### src/rtl/switch_pkg.sv
// Shared definitions for the switch debounce bank: mode encodings and
// the sizing helper for the per-channel stability counter.
package switch_pkg;

    typedef enum logic [1:0] {
        MODE_PASS   = 2'b00,
        MODE_INVERT = 2'b01,
        MODE_HOLD   = 2'b10,
        MODE_TOGGLE = 2'b11
    } mode_e;

    // Counter must represent 0 .. DB_CYC-1 plus headroom up to DB_CYC.
    function automatic int cnt_width(input int db_cyc);
        return $clog2(db_cyc + 1);
    endfunction

endpackage

### src/rtl/debounce_cell.sv
// One switch channel: two-flop synchronizer followed by a stability counter
// that only lets the debounced level move after DB_CYC consecutive disagreements.
module debounce_cell
    import switch_pkg::*;
#(
    parameter int DB_CYC = 4
) (
    input  logic clk,
    input  logic rst,
    input  logic raw,
    output logic db
);

    localparam int CW = cnt_width(DB_CYC);
    localparam logic [CW-1:0] CNT_LAST = CW'(DB_CYC - 1);

    logic          sync1;
    logic          sync2;
    logic [CW-1:0] cnt;

    always_ff @(posedge clk) begin
        if (rst) begin
            sync1 <= 1'b0;
            sync2 <= 1'b0;
            db    <= 1'b0;
            cnt   <= '0;
        end else begin
            sync1 <= raw;
            sync2 <= sync1;
            if (sync2 == db) begin
                cnt <= '0;
            end else if (cnt == CNT_LAST) begin
                db  <= sync2;
                cnt <= '0;
            end else begin
                cnt <= cnt + CW'(1);
            end
        end
    end

endmodule

### src/rtl/switch_debounce_bank.sv
// Bank of N debounced switches with a mode-selected output conditioner
// (pass, invert, hold, toggle-on-press) and a registered change pulse.
module switch_debounce_bank
    import switch_pkg::*;
#(
    parameter int N      = 8,
    parameter int OUT_W  = 10,
    parameter int DB_CYC = 4
) (
    input  logic             clk,
    input  logic             rst,
    input  logic [N-1:0]     sw_in,
    input  logic [1:0]       mode,
    output logic [OUT_W-1:0] x,
    output logic             changed
);

    logic [N-1:0] db;
    logic [N-1:0] db_q;
    logic [N-1:0] rise;
    logic [N-1:0] x_low;
    logic [N-1:0] x_nxt;
    logic         pend;
    mode_e        mode_s;

    for (genvar i = 0; i < N; i++) begin : g_cell
        debounce_cell #(
            .DB_CYC(DB_CYC)
        ) u_cell (
            .clk(clk),
            .rst(rst),
            .raw(sw_in[i]),
            .db (db[i])
        );
    end

    assign mode_s = mode_e'(mode);
    assign rise   = db & ~db_q;

    always_comb begin
        x_nxt = x_low;
        case (mode_s)
            MODE_PASS:   x_nxt = db;
            MODE_INVERT: x_nxt = ~db;
            MODE_HOLD:   x_nxt = x_low;
            MODE_TOGGLE: x_nxt = x_low ^ rise;
        endcase
    end

    // pend marks the edge where x took a new value; changed follows one cycle later.
    always_ff @(posedge clk) begin
        if (rst) begin
            x_low   <= '0;
            db_q    <= '0;
            pend    <= 1'b0;
            changed <= 1'b0;
        end else begin
            x_low   <= x_nxt;
            db_q    <= db;
            pend    <= (x_nxt != x_low);
            changed <= pend;
        end
    end

    if (OUT_W > N) begin : g_pad
        assign x = {{(OUT_W - N){1'b0}}, x_low};
    end else begin : g_nopad
        assign x = x_low;
    end

endmodule

### config.mk
export PLATFORM = sky130hd
export DESIGN_NAME = switch_debounce_bank
export DESIGN_NICKNAME = d
export VERILOG_FILES = /design/src/rtl/switch_pkg.sv /design/src/rtl/debounce_cell.sv /design/src/rtl/switch_debounce_bank.sv
export SDC_FILE = /design/constraint.sdc
export NUM_CORES = 1
export LEC_CHECK = 0
export BUFFER_PORTS_ARGS = -buffer_cell sky130_fd_sc_hd__clkbuf_2
export CAP_MARGIN = 20
export CORE_UTILIZATION = 58
export DETAILED_ROUTE_END_ITERATION = 8
export PLACE_DENSITY = 0.78
export SLEW_MARGIN = 40
export SYNTH_ARGS = -nofsm -noshare
export SYNTH_HDL_FRONTEND = slang
export SYNTH_SLANG_ARGS = --single-unit
export TNS_END_PERCENT = 100
### constraint.sdc
create_clock -name clk -period 1.6 [get_ports clk]
set_clock_uncertainty 0.15 [all_clocks]
set_input_delay 0.08 -clock clk [delete_from_list [all_inputs] [get_ports clk]]
set_output_delay 0.08 -clock clk [all_outputs]
set_load 0.1 [all_outputs]
==> impl_metrics.csv, run 1 <==
group,metric,value,unit
hold_path,holdPathEnd,"x_low[7]",
setup_path,path_common_cell,"ha_1",
logic_synthesis,yosys.area_share.simple,17.9,%
setup_path,crit_path_end_kind,"flip-flop",
floorplanning,die_w,70.9,um
setup_path,slowest_stage,"or3_1",
logic_synthesis,synth_compound_area_share,10.4,%
placement,gp_congestion,0.796,
floorplanning,rows,24,
setup_path,path_max_fanout,3,
logic_synthesis,synth_adder_area_share,7.27,%
setup_path,critPathArrivalTime,1.64,ns
timing,fin_crit,1.51,ns
timing,slew_violations,0,
logic_synthesis,ys_types,30,
placement,place_hpwl,3180,um
logic_synthesis,avgSynthCellArea,9.09,sq um
setup_path,path_delay_family,"simple AND/OR/NAND/NOR gates",
outcome,status,"finished, violations left",
setup_path,max_stage_delay,0.42,ns
cts,cts_root_buffer,"clkbuf_8",
job,max_cap_violations,0,
logic_synthesis,synth_xor_xnor_area_share,4.77,%
power,swShare,25.5,%
power,leakage,0.00130,uW
cts,cts_resized,0,
floorplanning,pin_count,23,
power,power_frac_comb,10.3,%
timing,tns,0,ns
power,intPower,2420,uW
hold_path,min_path_cells,4,
cts,cts.path.max_buffers,2,
setup_path,reg2reg_to,"g_cell[0].u_cell.cnt[1]",
route,wire_per_inst,11.9,um
setup_path,crit_start,"g_cell[0].u_cell.cnt[0]",
cts,cts_sinks,66,
logic_synthesis,ys_async_sr_fraction,0,%
grt,grt_pass1_vias,1898,
floorplanning,die_h,70.9,um
setup_path,crit_chain,"ha_1 -> ha_1 -> or3_1 -> nor2_1",
finish,layout_commonest_cell,"dfxtp_1",
logic_synthesis,synth_area,2750,sq um
route,ant_nets,0,
timing,maxSlewHeadroom,63.3,%
placement,dpl-instance-area,2910,sq um
floorplanning,start_util,62.0,%
route,drc,4,
timing,min_period_over_period,94.3,%
cts,cts_made_buffers,9,
route,drtIter0Drc,75,
finish,final_cell_mix,"dfxtp_1, nor2_1, nor2b_1, inv_1, a21oi_1",
logic_synthesis,synth_edf_count,0,
logic_synthesis,netlist_instances,303,
logic_synthesis,yosysWarningCount,0,
setup_path,startpoint_type,"flip-flop",
setup_path,rr_worst_depth,4,
finish,drive_above_1_share,16.9,%
logic_synthesis,synth_top_flop_cell,"dfxtp_1",
logic_synthesis,ys_seq_area_share,48.0,%
hold_path,hold_class,"input pin to flip-flop",
logic_synthesis,muxShareOfSynthArea,3.27,%
logic_synthesis,synth_seq_cells,66,
grt,grt_use_total,21.3,%
logic_synthesis,synth_top_family_by_area,"simple AND/OR/NAND/NOR gates",
route,avgViaCountPerCell,5.13,
cts,cts_tree,"yes",
outcome,violations,"DRC",
timing,rsz0062_at_grt,"false",
timing,finalHoldViolations,0,
finish,stdcell_count,390,
cts,ctsHtreeMaxLevel,3,
setup_path,critPathBufInv,0,
timing,setup_ws,0.0919,ns
cts,path_clk_slew,0.07,ns
finish,final_nets,362,
grt,overflow,0,
route,wl,4640,um
timing,fmax,663,MHz
hold_path,min_from,"mode[0]",
route,drt-pass1-iter-count,6,
placement,place_ws,0.136,ns
power,pwr-share-clk,37.0,%
floorplanning,coreArea,4440,sq um
placement,io_buffer_count,20,
cts,clkLatencyLatePin,0.34,ns
placement,dp.cells,367,
cts,post_cts_buffers,0,
power,power.density,1030,nW/um^2
grt,grt_first_pass_wirelength,8100,um
finish,post-route-util,71.0,%
setup_path,crit_required,1.73,ns
power,seqPwrFrac,52.7,%
timing,worst_pin_slew,0.554,ns
grt,antenna_found_initial,0,
finish,finalInstanceArea,3160,sq um
power,switchingPower,831,uW
finish,syn_to_final_growth,14.6,%
power,peakVddDrop,0.691,mV
route,num_vias,2000,
setup_path,ff2ff_setup_slack,0.09,ns
timing,setup_viol,0,
floorplanning,die-area,5030,sq um
setup_path,r2r_start,"g_cell[0].u_cell.cnt[0]",
grt,grt_start_max_net_pins,23,
setup_path,critical_path_class,"flip-flop to flip-flop",
finish,insertedDiodeCount,0,
## worst max-delay path by stage
stage | endpoint | slack, ns | cells after the start
6_report | g_cell[0].u_cell.cnt[1] | 0.09 | 4
5_1_grt | g_cell[0].u_cell.cnt[1] | 0.04 | 4
4_1_cts | g_cell[0].u_cell.cnt[1] | 0.08 | 4
3_5_place_dp | g_cell[0].u_cell.cnt[1] | 0.14 | 4
3_3_place_gp | g_cell[7].u_cell.cnt[2] | 0.17 | 4
2_1_floorplan | pend | 0.01 | 5
## cell type report
class | count | area, sq um
clock inverter | 3 | 15.0
inverter | 26 | 97.6
multi-input combinational | 190 | 1210
sequential | 66 | 1340
clock buffer | 12 | 155
fill | 353 | 1290
timing repair buffer | 41 | 278
tap | 52 | 65.1
## worst reg2reg max path: cells and delay by family (launching register included)
family,cells,cell delay [ns]
adders and majority gates,2,0.44
DFF,1,0.32
and+or+nand+nor,2,0.54
## logic make-up (layout without fill, tap and decap cells)
| group | Yosys count | in the layout |
|---|---|---|
| xor+xnor | 15 | 15 |
| flops | 66 | 66 |
| fa+ha+maj | 16 | 16 |
| other cells | 1 | 2 |
| compound gates | 50 | 50 |
| mux | 9 | 9 |
| simple gates | 98 | 98 |
| buf+inv | 48 | 82 |
## repair_timing
action                                  CTS  global route
endpoints found under the setup margin    0             0
hold endpoints to repair                  8             0
hold buffers                              8             0
## metrics by stage
step	hold WS (ns)	total power (uW)
floorplan	0.0582	2010
detailed placement	0.145	2070
global route	0.0783	3380
finish	0.0600	3250
CTS	0.0379	3290
global placement	0.136	2060
## power groups by stage
stage	Clock [uW]	Sequential, uW	Combinational [uW]
finish	1200	1720	334
global route	1300	1720	364
CTS	1240	1710	335
detailed placement	0	1750	318
global placement	0	1750	312
floorplan	0	1840	173
## cells in the mapped netlist, drive strengths merged (2+ instances only)
cell	instances	share of area, %
a21oi	22	4.0
a31oi	7	1.6
buf	17	4.0
clkbuf	5	0.68
dfxtp	66	48
ha	16	7.3
inv	26	3.5
mux2i	9	3.3
nand2	2	0.27
nand2b	2	0.45
nand3	8	1.5
nor2	43	5.9
nor2b	29	6.9
nor3	5	0.91
o21ai	15	2.7
or3	8	1.8
xnor2	11	3.5
xor2	4	1.3
## registers in the layout, indices dropped and copies added, names as in the netlist
register             count
pend                     1
changed                  1
g_cell.u_cell.db         8
db_q                     8
g_cell.u_cell.sync2      8
g_cell.u_cell.cnt       24
x_low                    8
g_cell.u_cell.sync1      8
## routing by layer
| metal | wire length [um] | global-route usage, % |
|---|---|---|
| met5 | 0 | 0 |
| met2 | 2230 | 35.8 |
| met1 | 2070 | 24.0 |
| met4 | 117 | 13.6 |
| met3 | 225 | 5.70 |
Note: power is estimated with default switching activity, not from simulation.
==> inputs of run 2 (changes only) <==
Settings changed: MAX_ROUTING_LAYER from default to met4.
==> run 2 against run 1 <==
Net effect: the run still ends with DRC left; register-to-register slack about the same; global-route usage increased by 0.79 points; clock power barely moved; setup slack improved by 0.0030 ns; hold slack lost 0.0063 ns; cell count is the same; wire length rose by 0.22%; sequential cell count unchanged; maximum frequency up 0.20%; critical path type unchanged; largest cell class unchanged.
==> impl_metrics.csv, run 2 (synthesized netlist as in run 1, its figures left out) <==
group,metric,value,unit
power,peakVddDrop,0.692,mV
route,wl,4650,um
finish,top_register,"g_cell.u_cell.cnt",
grt,overflow,0,
floorplanning,start_util,62.0,%
timing,maxSlewHeadroom,63.4,%
cts,post_cts_buffers,0,
placement,io_buffer_count,20,
route,ant_nets,0,
setup_path,crit_path_end_kind,"flip-flop",
setup_path,crit_required,1.73,ns
route,drt-pass1-iter-count,6,
cts,cts.path.max_buffers,2,
placement,place_ws,0.136,ns
finish,layout_commonest_cell,"dfxtp_1",
timing,worst_pin_slew,0.551,ns
grt,antenna_found_initial,0,
cts,cts_tree,"yes",
timing,whs,0.0537,ns
power,leakage,0.00130,uW
setup_path,ff2ff_setup_slack,0.09,ns
cts,clkLatencyLatePin,0.34,ns
floorplanning,die-area,5030,sq um
timing,min_period_over_period,94.1,%
cts,cts-hold-fix-buffers,8,
grt,grt_first_pass_wirelength,8090,um
setup_path,critical_path_class,"flip-flop to flip-flop",
timing,finalHoldViolations,0,
timing,setup_viol,0,
hold_path,hold_class,"input pin to flip-flop",
timing,slew_violations,0,
outcome,status,"finished, violations left",
floorplanning,pin_count,23,
finish,insertedDiodeCount,0,
outcome,violations,"DRC",
grt,grt_pass1_vias,1882,
finish,stdcell_count,390,
finish,final_nets,362,
timing,tns,0,ns
floorplanning,coreArea,4440,sq um
route,num_vias,2001,
grt,grt_start_max_net_pins,23,
placement,gp_congestion,0.808,
timing,fin_crit,1.51,ns
placement,place_hpwl,3180,um
cts,cts_resized,0,
setup_path,startpoint_type,"flip-flop",
cts,path_clk_slew,0.07,ns
timing,rsz0062_at_grt,"false",
route,drtIter0Drc,74,
cts,cts_made_buffers,9,
setup_path,critPathArrivalTime,1.63,ns
cts,cts_sinks,66,
grt,grt_use_total,22.1,%
job,max_cap_violations,0,
placement,dp.cells,367,
finish,final_cell_mix,"dfxtp_1, nor2_1, nor2b_1, inv_1, a21oi_1",
cts,cts_root_buffer,"clkbuf_8",
floorplanning,rows,24,
route,drc,4,
power,power.density,1030,nW/um^2
route,wire_per_inst,11.9,um
timing,fmax,664,MHz
timing,setup_ws,0.0949,ns
floorplanning,die_h,70.9,um
finish,drive_above_1_share,16.9,%
setup_path,path_max_fanout,3,
floorplanning,die_w,70.9,um
finish,syn_to_final_growth,14.6,%
finish,largest_reg_flops,24,
route,avgViaCountPerCell,5.13,
cts,ctsHtreeMaxLevel,3,
## run 2: cell counts in the layout (fill, tap and decap cells not counted)
No cell type changed its count.
## run 2: final timing paths
kind / startpoint / to / depth (start not counted)
worst max-delay path: g_cell[0].u_cell.cnt[0] / g_cell[0].u_cell.cnt[1] / 4
worst min-delay path: mode[0] / x_low[7] / 4
worst max register to register: g_cell[0].u_cell.cnt[0] / g_cell[0].u_cell.cnt[1] / 4
worst min register to register: g_cell[3].u_cell.cnt[0] / g_cell[3].u_cell.cnt[0] / 1
## run 2: final cells by class
cell class                      instances  area (sq um)
Fill cell                             353          1290
Multi-Input combinational cell        190          1210
Clock inverter                          3          15.0
Timing Repair Buffer                   41           278
Tap cell                               52          65.1
Inverter                               26          97.6
Clock buffer                           12           155
Sequential cell                        66          1340
## run 2: metal layers
layer	part of all wire [%]	up-vias	global-route usage [%]
li1	-	1048	-
met5	0	-	-
met4	1.9	0	11.6
met2	48	41	35.7
met3	4.8	10	7.41
met1	45	902	24.2
## run 2: power by group
part / switching [uW] / internal, uW
clock: 577 / 630
combinational: 226 / 108
sequential: 30.7 / 1680
## run 2: stage by stage
stage                     instance area, sq um  power (uW)  utilization [%]
after floorplan                           2770        2010                -
after global placement                    2910        2060             65.4
after detailed placement                  2910        2070             65.4
after CTS                                 3160        3290             71.0
after global routing                      3160        3390             71.0
final                                     3160        3260             71.0
## run 2: worst max-delay path, stage by stage (launching register included)
cell and delay, ns:
dfxtp_1 0.32, ha_1 0.21, ha_1 0.23, or3_1 0.42
nor2_1 0.12
